### src/rtl/hazard_ctrl_pkg.sv
// rtl/hazard_ctrl_pkg.sv - shared state encoding and timing constants for hazard_ctrl
package hazard_ctrl_pkg;

    typedef enum logic [0:0] {
        HZ_RUN     = 1'b0,
        HZ_MEMWAIT = 1'b1
    } hz_state_e;

    localparam int         MD_W     = 6;
    localparam logic [5:0] MULT_CYC = 6'd4;
    localparam logic [5:0] DIV_CYC  = 6'd32;
    localparam logic [7:0] MEM_TMO  = 8'd255;

    function automatic logic [MD_W-1:0] md_length(input logic is_div);
        return is_div ? DIV_CYC : MULT_CYC;
    endfunction

endpackage

### src/rtl/hazard_ctrl_md_timer.sv
// rtl/hazard_ctrl_md_timer.sv - HI/LO occupancy counter for multiply/divide
module hazard_ctrl_md_timer
    import hazard_ctrl_pkg::*;
(
    input  logic            clk,
    input  logic            reset,
    input  logic            load,
    input  logic [MD_W-1:0] length,
    output logic            busy
);

    logic [MD_W-1:0] md_cnt;

    // The issue cycle is the first occupied cycle, so length-1 cycles remain after it.
    always_ff @(posedge clk or posedge reset) begin
        if (reset) begin
            md_cnt <= '0;
        end else if (load) begin
            md_cnt <= length - 6'd1;
        end else if (md_cnt != '0) begin
            md_cnt <= md_cnt - 6'd1;
        end
    end

    assign busy = (md_cnt != '0);

endmodule

### src/rtl/hazard_ctrl.sv
// rtl/hazard_ctrl.sv - pipeline hazard controller: freeze, flush, load-use and HI/LO interlocks
module hazard_ctrl
    import hazard_ctrl_pkg::*;
(
    input  logic        clk,
    input  logic        reset,
    input  logic [4:0]  ID_rs_addr,
    input  logic [4:0]  ID_rt_addr,
    input  logic        ID_uses_rt,
    input  logic        ID_md_start,
    input  logic        ID_md_is_div,
    input  logic        ID_reads_hilo,
    input  logic        EX_memread,
    input  logic [4:0]  EX_rd_addr,
    input  logic        EX_branch_taken,
    input  logic        MEM_req,
    input  logic        MEM_ack,
    output logic        PC_write,
    output logic        IFID_write,
    output logic        IDEX_bubble,
    output logic        IFID_flush,
    output logic        pipe_freeze,
    output logic        md_busy,
    output logic        mem_timeout,
    output logic [15:0] stall_cnt
);

    hz_state_e       state, state_next;
    logic [7:0]      wait_cnt;
    logic            freeze, flush, load_use, hilo_stall, md_accept;
    logic [MD_W-1:0] md_len;

    assign freeze     = MEM_req & ~MEM_ack;
    assign flush      = ~freeze & EX_branch_taken;
    assign load_use   = EX_memread & (EX_rd_addr != 5'd0) &
                        ((EX_rd_addr == ID_rs_addr) | (ID_uses_rt & (EX_rd_addr == ID_rt_addr)));
    assign hilo_stall = md_busy & (ID_md_start | ID_reads_hilo);
    assign md_accept  = ID_md_start & ~freeze & ~flush & ~load_use & ~hilo_stall;
    assign md_len     = md_length(ID_md_is_div);

    hazard_ctrl_md_timer md_timer (
        .clk    (clk),
        .reset  (reset),
        .load   (md_accept),
        .length (md_len),
        .busy   (md_busy)
    );

    always_comb begin
        state_next  = state;
        PC_write    = 1'b1;
        IFID_write  = 1'b1;
        IDEX_bubble = 1'b0;
        IFID_flush  = 1'b0;
        pipe_freeze = 1'b0;
        case (state)
            HZ_RUN:     if (freeze)  state_next = HZ_MEMWAIT;
            HZ_MEMWAIT: if (MEM_ack) state_next = HZ_RUN;
        endcase
        if (freeze) begin
            pipe_freeze = 1'b1;
            PC_write    = 1'b0;
            IFID_write  = 1'b0;
        end else if (EX_branch_taken) begin
            IFID_flush  = 1'b1;
            IDEX_bubble = 1'b1;
        end else if (load_use || hilo_stall) begin
            PC_write    = 1'b0;
            IFID_write  = 1'b0;
            IDEX_bubble = 1'b1;
        end
    end

    // mem_timeout is set on the same edge that wait_cnt reaches MEM_TMO.
    always_ff @(posedge clk or posedge reset) begin
        if (reset) begin
            state       <= HZ_RUN;
            wait_cnt    <= '0;
            mem_timeout <= 1'b0;
            stall_cnt   <= '0;
        end else begin
            state <= state_next;
            if (state == HZ_RUN) begin
                if (freeze) wait_cnt <= '0;
            end else if (wait_cnt != MEM_TMO) begin
                wait_cnt <= wait_cnt + 8'd1;
            end
            if ((state == HZ_MEMWAIT) && (wait_cnt == MEM_TMO - 8'd1)) mem_timeout <= 1'b1;
            if (!PC_write && (stall_cnt != 16'hFFFF)) stall_cnt <= stall_cnt + 16'd1;
        end
    end

endmodule

### config.mk
export PLATFORM = sky130hd
export DESIGN_NAME = hazard_ctrl
export DESIGN_NICKNAME = d
export VERILOG_FILES = /design/src/rtl/hazard_ctrl_pkg.sv /design/src/rtl/hazard_ctrl_md_timer.sv /design/src/rtl/hazard_ctrl.sv
export SDC_FILE = /design/constraint.sdc
export NUM_CORES = 1
export LEC_CHECK = 0
export ABC_AREA = 1
export CORE_MARGIN = 1.5
export CORE_UTILIZATION = 35
export CTS_CLUSTER_SIZE = 20
export DETAILED_ROUTE_END_ITERATION = 16
export GPL_TIMING_DRIVEN = 1
export PLACE_DENSITY_LB_ADDON = 0.15
export SLEW_MARGIN = 10
export SYNTH_ARGS = -nofsm -noshare
export SYNTH_HDL_FRONTEND = slang
export SYNTH_SLANG_ARGS = --single-unit
### constraint.sdc
create_clock -name clk -period 2.2 [get_ports clk]
set_clock_uncertainty 0.1 [all_clocks]
set_input_delay 0.66 -clock clk [delete_from_list [all_inputs] [get_ports clk]]
set_output_delay 0.66 -clock clk [all_outputs]
set_load 0.01 [all_outputs]
==> out/results.md, run 1 <==
### Run status
• complete, but fails checks — run status
• setup timing — violated checks

### Setup path
• 4 — buffer and inverter count on the worst path
• 0.18 ns — CP max stage delay
• 4 — critical-path maximum fanout
• nand2_4 — cell type with the highest occurrence count on the critical path
• 1.58 ns — CP Data Arrival Time
• buffers and inverters — Worst path top cell family by delay
• in -> out — worst setup path category
• input pin — critical path startpoint category
• buf_8 > inv_6 > nand4_1 > o21ai_1 > inv_1 > a21boi_4 > nand2_4 > nand2_4 > buf_6 — crit-path cells
• primary output — category of the worst setup path capture point
• a21boi_4 — slowest stage cell, crit path
• 0.15 ns — setup slack, reg-to-reg
• 1.44 ns — required time reported for the critical path endpoint

### Cells and area
• 422 — post-route non-filler standard cell count
• 40.0% — Syn-to-layout area delta
• 0 — number of antenna diodes
• 375 — number of nets in the finished design
• 50.2% — final core utilization
• 27.1% — fraction of final layout cells with drive strength greater than 1
• 600 — final-layout fill cell count

### STA
• 0 — number of max-slew violations in the final report
• -0.144 ns — worst setup slack after layout
• 0 — number of hold-slack violations in the final timing report
• true — unrepaired setup endpoints after global routing
• 3 — number of endpoints failing setup at the final stage
• 427 MHz — fmax
• 107% — post-route clock period utilization
• 2.34 ns — post-route minimum period
• 72.1% — tightest slew margin relative to the limit
• 0.419 ns — Tightest Pin Transition

### Power and ir drop
• 40.3% — Comb pwr share
• 35.5% — relative contribution of sequential cells to total power
• 0.906 mW — switching power
• 2.56 mW — post-layout power
• 0.000763 V — worst voltage drop across the vdd grid
• 35.4% — fraction of power spent switching nets
• 24.2% — clock network fraction of design power
• 1.65 mW — internal power summed over all cells
• 1.44 nW — leakage power summed over all cells
• 871 mW/mm2 — Power Dens Cells

### Clocking
• 32 — TritonCTS Sinks
• 2 — largest buffer count on any clock path
• 0.28 ns — Clock Latency Late Sink
• done — TritonCTS clock tree
• 0.06 ns — Reg clk slew, reported paths
• clkbuf_8 — Root Buffer Master
• 5 — number of buffers created by CTS
• 2 — Max H-tree Level

### Synthesis
• 304 — Mapped Nets
• dfrtp_1 — commonest register cell after synthesis
• dfrtp_1 — largest area contributor in the synthesized netlist
• 32 — flip-flop and latch count after synthesis
• dfrtp_1 38%, nand2_1 12%, inv_1 8.8% — ranking of synthesized cells by area
• 67 x nand2_1, 49 x inv_1, 32 x dfrtp_1 — most numerous cell types in the synthesized netlist
• 38.2% — sequential element share of the synthesized area
• 36 — count of cell types in the netlist
• 0.00210 mm2 — synthesized cell area
• 0 — number of enable-type register cells in the synthesized netlist
• 38.2% — area fraction of the dominant cell type after synthesis
• nand2_1 — most repeated cell in the gate-level netlist after synthesis
• 275 — synthesized netlist cell count
• 100% — share of synthesized flip-flops with an asynchronous set or reset
• 7.63 um2 — average cell area after synthesis
• 0 — number of warnings printed during yosys synthesis

### Worst hold path
• reg -> reg — class of the worst hold path

### Global routing
• 8090 um — wire length of the first global-routing pass
• 0 — GRT overflow
• 15.9% — GRT Overall Usage
• 33 — maximum number of pins on one net before global-route repair
• 1860 — via count of the first global-routing pass
• 0 — initial antenna violation count

### Detailed routing
• 4 — drt first pass iters
• 11.3 um — DR WL/cell
• 1950 — vias after detailed routing
• 0 — number of antenna-violating nets in the routed design
• 4.62 — Via-to-Cell Ratio
• 54 — drt initial violations
• 0 — post-detailed-route DRC marker count
• 4750 um — post-detailed-routing wire length

### Floorplan
• 80.4 um — Die Y
• 35.8% — starting density of the core
• 0.00585 mm2 — core outline area
• 0.00646 mm2 — Die Footprint
• 28 — total number of placement rows
• 48 — number of ports placed on the die boundary
• 80.4 um — Die W

### Placement
• -1.01 ns — Post-Place Setup Slack
• 3650 um — placed wire-length estimate
• 411 — cell total after placement
• 0.790 — GPL Wtd Cong
• 47 — number of I/O port buffers

### Run
• 0 — number of max-cap violations

cells in the final DEF (no fill, tap or decap), drive strengths merged:
cell type / synthesis / final
a211oi: 1 / 1
a21boi: 1 / 1
a21oi: 4 / 4
a31oi: 1 / 1
buf: 3 / 38
bufinv: 0 / 1
clkbuf: 0 / 9
clkdlybuf4s15: 0 / 3
clkdlybuf4s50: 0 / 19
dfrtp: 32 / 32
dlygate4sd2: 0 / 5
ha: 4 / 4
inv: 50 / 50
mux2i: 1 / 1
nand2: 70 / 70
nand3: 11 / 11
nand3b: 1 / 1
nand4: 15 / 15
nor2: 31 / 31
nor3: 10 / 10
nor3b: 1 / 1
nor4: 3 / 3
o21a: 1 / 1
o21ai: 17 / 17
o21bai: 1 / 1
xnor2: 8 / 8
xor2: 9 / 9
power by group through the flow:
stage                     Clock [mW]  Sequential (mW)  Combinational (mW)
after floorplan                    0            0.919               0.582
after global placement             0            0.917                1.02
after detailed placement           0            0.919                1.02
after CTS                      0.638            0.911                1.02
after global routing           0.662            0.935                1.17
final                          0.619            0.907                1.03
through the flow:
stage / area [um2] / setup TNS [ns] / hold slack, ns
floorplan: 2110 / 0 / 0.326
global placement: 2770 / -10.25 / 0.370
detailed placement: 2770 / -10.86 / 0.371
CTS: 2870 / -0.515 / 0.382
global route: 2940 / -0.586 / 0.410
finish: 2940 / -0.395 / 0.378
timing repair:
action / 4_1_cts / 5_1_grt
endpoints found under the setup margin: 17 / 5
buffers inserted: 2 / 1
hold buffers: 0 / 0
gates resized for setup: 100 / 29
pin swaps: 28 / 24
registers in the layout, summed over array words and instances (netlist names):
signal and cells:
stall_cnt 16, md_timer.md_cnt 6, state 1, mem_timeout 1
wait_cnt 8
cell families after synthesis:
family | after synthesis | synth area share, %
buffers and inverters | 53 | 10.4
xor gates and xnor gates | 17 | 7.46
AOI/OAI and AO/OA | 26 | 8.71
adders and majority gates | 4 | 2.39
DFF | 32 | 38.2
and+or+nand+nor | 142 | 32.4
muxes | 1 | 0.477
per-layer routing:
metal | up-vias | global-route usage, % | share of wire [%]
met5 | - | 0 | 0
met4 | 0 | 4.14 | 0.90
met3 | 5 | 2.84 | 3.3
met2 | 31 | 26.2 | 48
met1 | 894 | 21.4 | 48
li1 | 1020 | - | -
final timing paths:
check | startpoint | end | cells after the start
max | EX_rd_addr[0] | IFID_write | 9
min | wait_cnt[7] | wait_cnt[7] | 1
max reg2reg | md_timer.md_cnt[4] | stall_cnt[15] | 12
min reg2reg | wait_cnt[7] | wait_cnt[7] | 1
max in group asynchronous | reset | stall_cnt[3] | 3
min in group asynchronous | reset | wait_cnt[3] | 3
cell type report:
cell class | count | area [um2] | area share, %
clock buffers | 7 | 96.3 | 3.28
inverters | 50 | 198 | 6.73
well taps | 75 | 93.8 | 3.20
flip-flops and latches | 32 | 801 | 27.3
clock inverters | 1 | 30.0 | 1.02
repair buffers | 67 | 594 | 20.2
multi-input cells | 190 | 1120 | 38.3
Power figures use the tool's default switching activity.
==> run 2: changes to the inputs <==
--- a/config.mk
+++ b/config.mk
@@ -12,6 +12,7 @@
 export DETAILED_ROUTE_END_ITERATION = 16
 export GPL_TIMING_DRIVEN = 1
 export PLACE_DENSITY_LB_ADDON = 0.15
+export SKIP_LAST_GASP = 1
 export SLEW_MARGIN = 10
 export SYNTH_ARGS = -nofsm -noshare
 export SYNTH_HDL_FRONTEND = slang
==> constraint.sdc (replaced) <==
create_clock -name clk -period 2.6 [get_ports clk]
set_clock_uncertainty 0.1 [all_clocks]
set_input_delay 0.78 -clock clk [delete_from_list [all_inputs] [get_ports clk]]
set_output_delay 0.78 -clock clk [all_outputs]
set_load 0.01 [all_outputs]
==> out/results.md, run 2 (same netlist as run 1, synthesis figures left out) <==
### Clocking
• 32 — TritonCTS Sinks, unchanged
• 0.07 ns — Reg clk slew, reported paths, about the same
• done — TritonCTS clock tree
• 2 — Max H-tree Level, unchanged
• 0.28 ns — Clock Latency Late Sink, about the same
• 5 — number of buffers created by CTS, unchanged
• 2 — largest buffer count on any clock path, unchanged
• clkbuf_8 — Root Buffer Master
• 0 — Post-CTS Hold Fix Bufs, unchanged

### Detailed routing
• 4.61 — Via-to-Cell Ratio, -0.20%
• 4 — drt first pass iters, unchanged
• 0 — number of antenna-violating nets in the routed design, unchanged
• 71 — drt initial violations, +31%
• 11.4 um — DR WL/cell, +1.6%
• 1923 — vias after detailed routing, -1.4%
• 4770 um — post-detailed-routing wire length, +0.44%
• 0 — post-detailed-route DRC marker count, unchanged

### Run
• 0 — number of max-cap violations, unchanged

### Setup path
• stall_cnt[0] — source of the worst register-to-register timing path
• 1.69 ns — CP Data Arrival Time, +0.11 ns
• 1.72 ns — required time reported for the critical path endpoint, +0.28 ns
• input pin — critical path startpoint category
• 8 — Worst R2R Path Depth, -4
• in -> out — worst setup path category
• 3 — critical-path maximum fanout, -1
• stall_cnt[10] — end of the worst register-to-register path
• primary output — category of the worst setup path capture point
• 0.57 ns — setup slack, reg-to-reg, +0.42 ns

### STA
• 99.0% — post-route clock period utilization
• 0.410 ns — Tightest Pin Transition, -0.00906 ns
• 0 — number of max-slew violations in the final report, unchanged
• 0.351 ns — Min Hold Slack, -0.0268 ns
• 0.0268 ns — worst setup slack after layout, +0.170 ns
• 0 — number of hold-slack violations in the final timing report, unchanged
• 389 MHz — fmax
• 72.7% — tightest slew margin relative to the limit, +0.60 points
• true — unrepaired setup endpoints after global routing
• 0 — number of endpoints failing setup at the final stage, -3
• 2.57 ns — post-route minimum period

### Cells and area
• 370 — number of nets in the finished design, -1.3%
• stall_cnt — register with the most flip-flops
• 24.3% — fraction of final layout cells with drive strength greater than 1, -2.8 points
• 16 — flip-flop count of the largest register, all copies and words added, unchanged
• 417 — post-route non-filler standard cell count, -1.2%
• 65 x nand2_1, 37 x inv_1, 32 x dfrtp_1 — top library cells by usage in the layout, fill and taps aside
• 36.7% — Syn-to-layout area delta
• stall_cnt: 16 flops, wait_cnt: 8 flops, md_timer.md_cnt: 6 flops — Regs by FF count
• 599 — final-layout fill cell count, -0.17%
• 0 — number of antenna diodes, unchanged
• nand2_1 — most common cell after layout, fill and taps aside

### Floorplan
• 80.4 um — Die W, unchanged
• 28 — total number of placement rows, unchanged
• 0.00646 mm2 — Die Footprint, unchanged
• 35.8% — starting density of the core, unchanged
• 48 — number of ports placed on the die boundary, unchanged
• 80.4 um — Die Y, unchanged
• 0.00585 mm2 — core outline area, unchanged

### Power and ir drop
• 717 mW/mm2 — Power Dens Cells, -18%
• 1.40 nW — leakage power summed over all cells, -2.3%
• 0.000326 V — worst voltage drop across the vdd grid, -57%
• 2.06 mW — post-layout power, -20%

### Placement
• 406 — cell total after placement, -1.2%
• 0.807 — GPL Wtd Cong, +2.2%
• -0.863 ns — Post-Place Setup Slack, +0.147 ns
• 3570 um — placed wire-length estimate, -2.4%
• 47 — number of I/O port buffers, unchanged

### Global routing
• 0 — GRT overflow, unchanged
• 8130 um — wire length of the first global-routing pass, +0.43%
• 0 — initial antenna violation count, unchanged
• 33 — maximum number of pins on one net before global-route repair, unchanged
• 16.3% — GRT Overall Usage, +0.35 points
• 1869 — via count of the first global-routing pass, +0.48%

### Worst hold path
• 1 — number of cells traversed by the worst hold path, unchanged
• reg -> reg — class of the worst hold path
• md_timer.md_cnt[0] — HP Start
• md_timer.md_cnt[0] — destination of the worst hold path

### Run status
• finished, final reports clean — run status

[run 2: changes by cell type in the layout (fill, tap and decap cells not counted), moves of 3 or more]
cell / delta
buf_2: +4
buf_4: -6
clkdlybuf4s15_1: -3
nand2_1: +5
nand2_2: -5
[run 2: worst max-delay path by stage]
stage,start,to,slack (ns)
after floorplan,EX_rd_addr[3],PC_write,0.04
after global placement,EX_rd_addr[4],IDEX_bubble,-0.88
after detailed placement,EX_rd_addr[4],IDEX_bubble,-0.86
after CTS,EX_rd_addr[2],PC_write,-0.005
after global routing,EX_rd_addr[0],PC_write,-0.05
final,ID_reads_hilo,PC_write,0.03
[run 2: repair_timing]
| action | in CTS | in global routing |
|---|---|---|
| pin swaps | 23 | 16 |
| setup buffers | 2 | 1 |
| gates cloned | 0 | 0 |
| hold endpoints to repair | 0 | 0 |
| resized for setup | 105 | 19 |
| endpoints found under the setup margin | 5 | 3 |
[run 2: power breakdown]
group / switching [mW] / internal [mW] / total, mW / leakage [nW]
clock: 0.183 / 0.284 / 0.467 / 0.0552
combinational: 0.432 / 0.385 / 0.817 / 0.939
sequential: 0.138 / 0.635 / 0.772 / 0.409
total: 0.752 / 1.30 / 2.06 / 1.40
[run 2: area by class of cell]
type,instances,area (um2),area share (%)
clock buffers,6,72.6,2.53
multi-input cells,190,1120,39.0
repair buffers,62,552,19.2
clock inverters,2,35.0,1.22
well taps,75,93.8,3.27
flip-flops and latches,32,801,27.9
inverters,50,195,6.81
[run 2: per-layer routing]
metal,track usage [%],up-vias,share of wire [%]
met1,21.1,866,48
met4,5.17,0,1.2
li1,-,1002,-
met3,4.20,5,7.1
met2,26.3,50,44
met5,0,-,0
[run 2: metrics by stage]
stage                     util, %  TNS (ns)  cell area [um2]
after detailed placement     46.7     -4.85             2730
after floorplan                 -         0             2100
after global placement       46.7     -4.77             2730
after CTS                    47.9  -0.00955             2800
final                        49.0         0             2870
after global routing         49.0    -0.123             2870
[run 2: critical path, stage by stage]
cell           delay, ns
dlygate4sd2_1       0.24
o21ai_2             0.18
a21boi_4            0.24
nand2_4             0.07
nand2_4             0.07
buf_6               0.10
==> run 3: changes to the inputs <==
--- a/config.mk
+++ b/config.mk
@@ -11,9 +11,11 @@
 export CTS_CLUSTER_SIZE = 20
 export DETAILED_ROUTE_END_ITERATION = 16
 export GPL_TIMING_DRIVEN = 1
+export HOLD_SLACK_MARGIN = 0.06
 export PLACE_DENSITY_LB_ADDON = 0.15
 export SKIP_LAST_GASP = 1
 export SLEW_MARGIN = 10
 export SYNTH_ARGS = -nofsm -noshare
 export SYNTH_HDL_FRONTEND = slang
+export SYNTH_HIERARCHICAL = 1
 export SYNTH_SLANG_ARGS = --single-unit
==> out/results.md, run 3 <==
### STA
• false — unrepaired setup endpoints after global routing
• 0 — number of hold-slack violations in the final timing report, unchanged
• 98.3% — post-route clock period utilization, -0.71 points
• 0 ns — total negative setup slack, unchanged
• 0 — number of max-slew violations in the final report, unchanged
• 2.55 ns — post-route minimum period, -0.0184 ns
• 0 — number of endpoints failing setup at the final stage, unchanged
• 391 MHz — fmax, +0.72%
• 0.0451 ns — worst setup slack after layout, +0.0184 ns

### Setup path
• clkdlybuf4s50_1 > inv_1 > a31oi_1 > buf_2 — crit-path cells
• IDEX_bubble — critical path capture point
• in -> out — worst setup path category
• 1.67 ns — CP Data Arrival Time, -0.02 ns
• clkdlybuf4s50_1 — slowest stage cell, crit path
• 0.45 ns — setup slack, reg-to-reg, -0.12 ns
• 1.72 ns — required time reported for the critical path endpoint, about the same
• EX_branch_taken — startpoint of the most critical setup path
• md_timer/md_cnt[5] — end of the worst register-to-register path
• 14 — Worst R2R Path Depth, +6
• primary output — category of the worst setup path capture point
• input pin — critical path startpoint category
• md_timer/md_cnt[2] — source of the worst register-to-register timing path
• 2 — critical-path maximum fanout, -1
• 0.52 ns — CP max stage delay, +0.28 ns

### Placement
• 0.00290 mm2 — area after detailed placement, +6.0%
• 0.824 — GPL Wtd Cong, +2.0%
• 4000 um — placed wire-length estimate, +12%
• 47 — number of I/O port buffers, unchanged
• -0.782 ns — Post-Place Setup Slack, +0.0819 ns

### Clocking
• done — TritonCTS clock tree
• 2 — Max H-tree Level, unchanged
• 0.28 ns — Clock Latency Late Sink, about the same
• 0.07 ns — Reg clk slew, reported paths, about the same
• 2 — largest buffer count on any clock path, unchanged
• 32 — TritonCTS Sinks, unchanged
• 5 — number of buffers created by CTS, unchanged
• clkbuf_8 — Root Buffer Master

### Cells and area
• nand2_1 — most common cell after layout, fill and taps aside
• 0 — number of antenna diodes, unchanged
• 0.00124 mm2 — area used by multi-input combinational logic, +11%
• 24.5% — fraction of final layout cells with drive strength greater than 1, +0.23 points
• stall_cnt — register with the most flip-flops
• 801 um2 — footprint of the flip-flops and latches, unchanged
• 0.00310 mm2 — post-route cell area, +8.3%
• 40.6% — Syn-to-layout area delta
• 92 x nand2_1, 42 x inv_1, 32 x dfrtp_1 — top library cells by usage in the layout, fill and taps aside
• 424 — number of nets in the finished design, +15%
• 581 — final-layout fill cell count, -3.0%
• 16 — flip-flop count of the largest register, all copies and words added, unchanged
• 51.8% — final core utilization, +2.8 points
• stall_cnt: 16 flops, wait_cnt: 8 flops, md_timer/md_cnt: 6 flops — Regs by FF count

### Synthesis
• nand2_1 — most repeated cell in the gate-level netlist after synthesis
• dfrtp_1 36%, nand2_1 18%, inv_1 8.7% — ranking of synthesized cells by area
• dfrtp_1 — largest area contributor in the synthesized netlist
• 104 x nand2_1, 51 x inv_1, 32 x dfrtp_1 — most numerous cell types in the synthesized netlist
• 36.3% — area fraction of the dominant cell type after synthesis, -1.9 points
• 6.86 um2 — average cell area after synthesis, -10%
• 6 — number of warnings printed during yosys synthesis, +6
• 36.3% — sequential element share of the synthesized area, -1.9 points
• 322 — synthesized netlist cell count, +17%
• 0.00221 mm2 — synthesized cell area, +5.3%
• dfrtp_1 — commonest register cell after synthesis
• 0 — number of enable-type register cells in the synthesized netlist, unchanged
• 100% — share of synthesized flip-flops with an asynchronous set or reset, unchanged
• 32 — flip-flop and latch count after synthesis, unchanged
• 32 — count of cell types in the netlist, -11%

### Detailed routing
• 0 — number of antenna-violating nets in the routed design, unchanged
• 111 — drt initial violations, +56%
• 4.59 — Via-to-Cell Ratio, -0.37%
• 2164 — vias after detailed routing, +13%
• 11.1 um — DR WL/cell, -2.9%
• 5230 um — post-detailed-routing wire length, +9.6%
• 4 — drt first pass iters, unchanged
• 0 — post-detailed-route DRC marker count, unchanged

### Power and ir drop
• 1.99 mW — post-layout power, -3.0%
• 38.3% — Comb pwr share, -1.4 points
• 0.000273 V — worst voltage drop across the vdd grid, -16%
• 35.6% — relative contribution of sequential cells to total power, -2.0 points
• 642 mW/mm2 — Power Dens Cells, -10%
• 34.4% — fraction of power spent switching nets, -2.2 points
• 1.59 nW — leakage power summed over all cells, +14%
• 1.31 mW — internal power summed over all cells, +0.31%
• 0.686 mW — switching power, -8.9%
• 26.1% — clock network fraction of design power, +3.4 points

### Floorplan
• 82.4 um — Die W, +2.5%
• 82.4 um — Die Y, +2.5%
• 28 — total number of placement rows, unchanged
• 36.9% — starting density of the core, +1.0 points
• 48 — number of ports placed on the die boundary, unchanged
• 0.00599 mm2 — core outline area, +2.4%
• 0.00680 mm2 — Die Footprint, +5.1%

### Worst hold path
• 1 — number of cells traversed by the worst hold path, unchanged
• reg -> reg — class of the worst hold path

### Global routing
• 0 — initial antenna violation count, unchanged
• 17.1% — GRT Overall Usage, +0.87 points
• 8960 um — wire length of the first global-routing pass, +10%
• 0 — GRT overflow, unchanged
• 2078 — via count of the first global-routing pass, +11%
• 27 — maximum number of pins on one net before global-route repair, -18%

### Run
• 0 — number of max-cap violations, unchanged

### Run status
• finished, final reports clean — run status

run 3: changes by cell type after synthesis, sizes merged, moves of 3 or more:
cell | previous run | this run
buf | 3 | 6
inv | 50 | 54
nand2 | 70 | 108
nand3 | 11 | 19
nand4 | 15 | 19
nor3 | 10 | 14
nor4 | 3 | 0
o21ai | 17 | 10
xnor2 | 8 | 4
run 3: through the flow:
stage	cells	hold WS, ns
global placement	461	0.362
finish	471	0.388
floorplan	325	0.388
CTS	471	0.398
detailed placement	461	0.377
global route	471	0.432
run 3: cell families (layout without fill, tap and decap cells):
group / Yosys count / after routing / share of synthesized area [%]
AND/OR/NAND/NOR: 191 / 191 / 39.2
other: 1 / 4 / 0.170
XOR/XNOR: 15 / 15 / 5.95
adder cells (fa/ha/maj): 4 / 4 / 2.27
AO/OA/AOI/OAI: 17 / 17 / 4.36
flip-flops: 32 / 32 / 36.3
buffers and inverters: 62 / 133 / 11.8
run 3: worst min-delay path by stage:
stage / startpoint / end / slack (ns)
floorplan: wait_cnt[6] / wait_cnt[6] / 0.39
global placement: mem_timeout / mem_timeout / 0.36
detailed placement: mem_timeout / mem_timeout / 0.38
CTS: mem_timeout / mem_timeout / 0.40
global route: mem_timeout / mem_timeout / 0.43
finish: mem_timeout / mem_timeout / 0.39
run 3: what timing repair did:
| action | 4_1_cts | 5_1_grt |
|---|---|---|
| buffers inserted | 2 | 0 |
| gates resized for setup | 87 | 45 |
| pin swaps | 20 | 23 |
| hold buffers | 0 | 0 |
| hold endpoints to repair | 0 | 0 |
| endpoints found under the setup margin | 11 | 7 |
run 3: final cells by class:
class / instances / share of cell area (%)
multi-input cells: 231 / 40.1
well taps: 75 / 3.02
repair buffers: 71 / 20.2
clock buffers: 7 / 3.10
flip-flops and latches: 32 / 25.8
clock inverters: 1 / 0.967
inverters: 54 / 6.77
run 3: per-layer routing:
layer | GRT usage (%) | wire length (um)
met3 | 3.19 | 156
met4 | 5.08 | 65
met5 | 0 | 0
met2 | 30.7 | 2670
met1 | 20.6 | 2350
run 3: power by group through the flow:
stage | Sequential (mW) | Clock, mW | Combinational [mW]
after global placement | 0.716 | 0 | 0.741
after CTS | 0.711 | 0.539 | 0.758
final | 0.710 | 0.521 | 0.763
after floorplan | 0.710 | 0 | 0.452
after detailed placement | 0.720 | 0 | 0.746
after global routing | 0.730 | 0.562 | 0.863
run 3: worst max-delay path, delay by kind of cell:
kind / cells / cell delay, ns
buffers and inverters: 3 / 0.74
AO/OA/AOI/OAI: 1 / 0.14
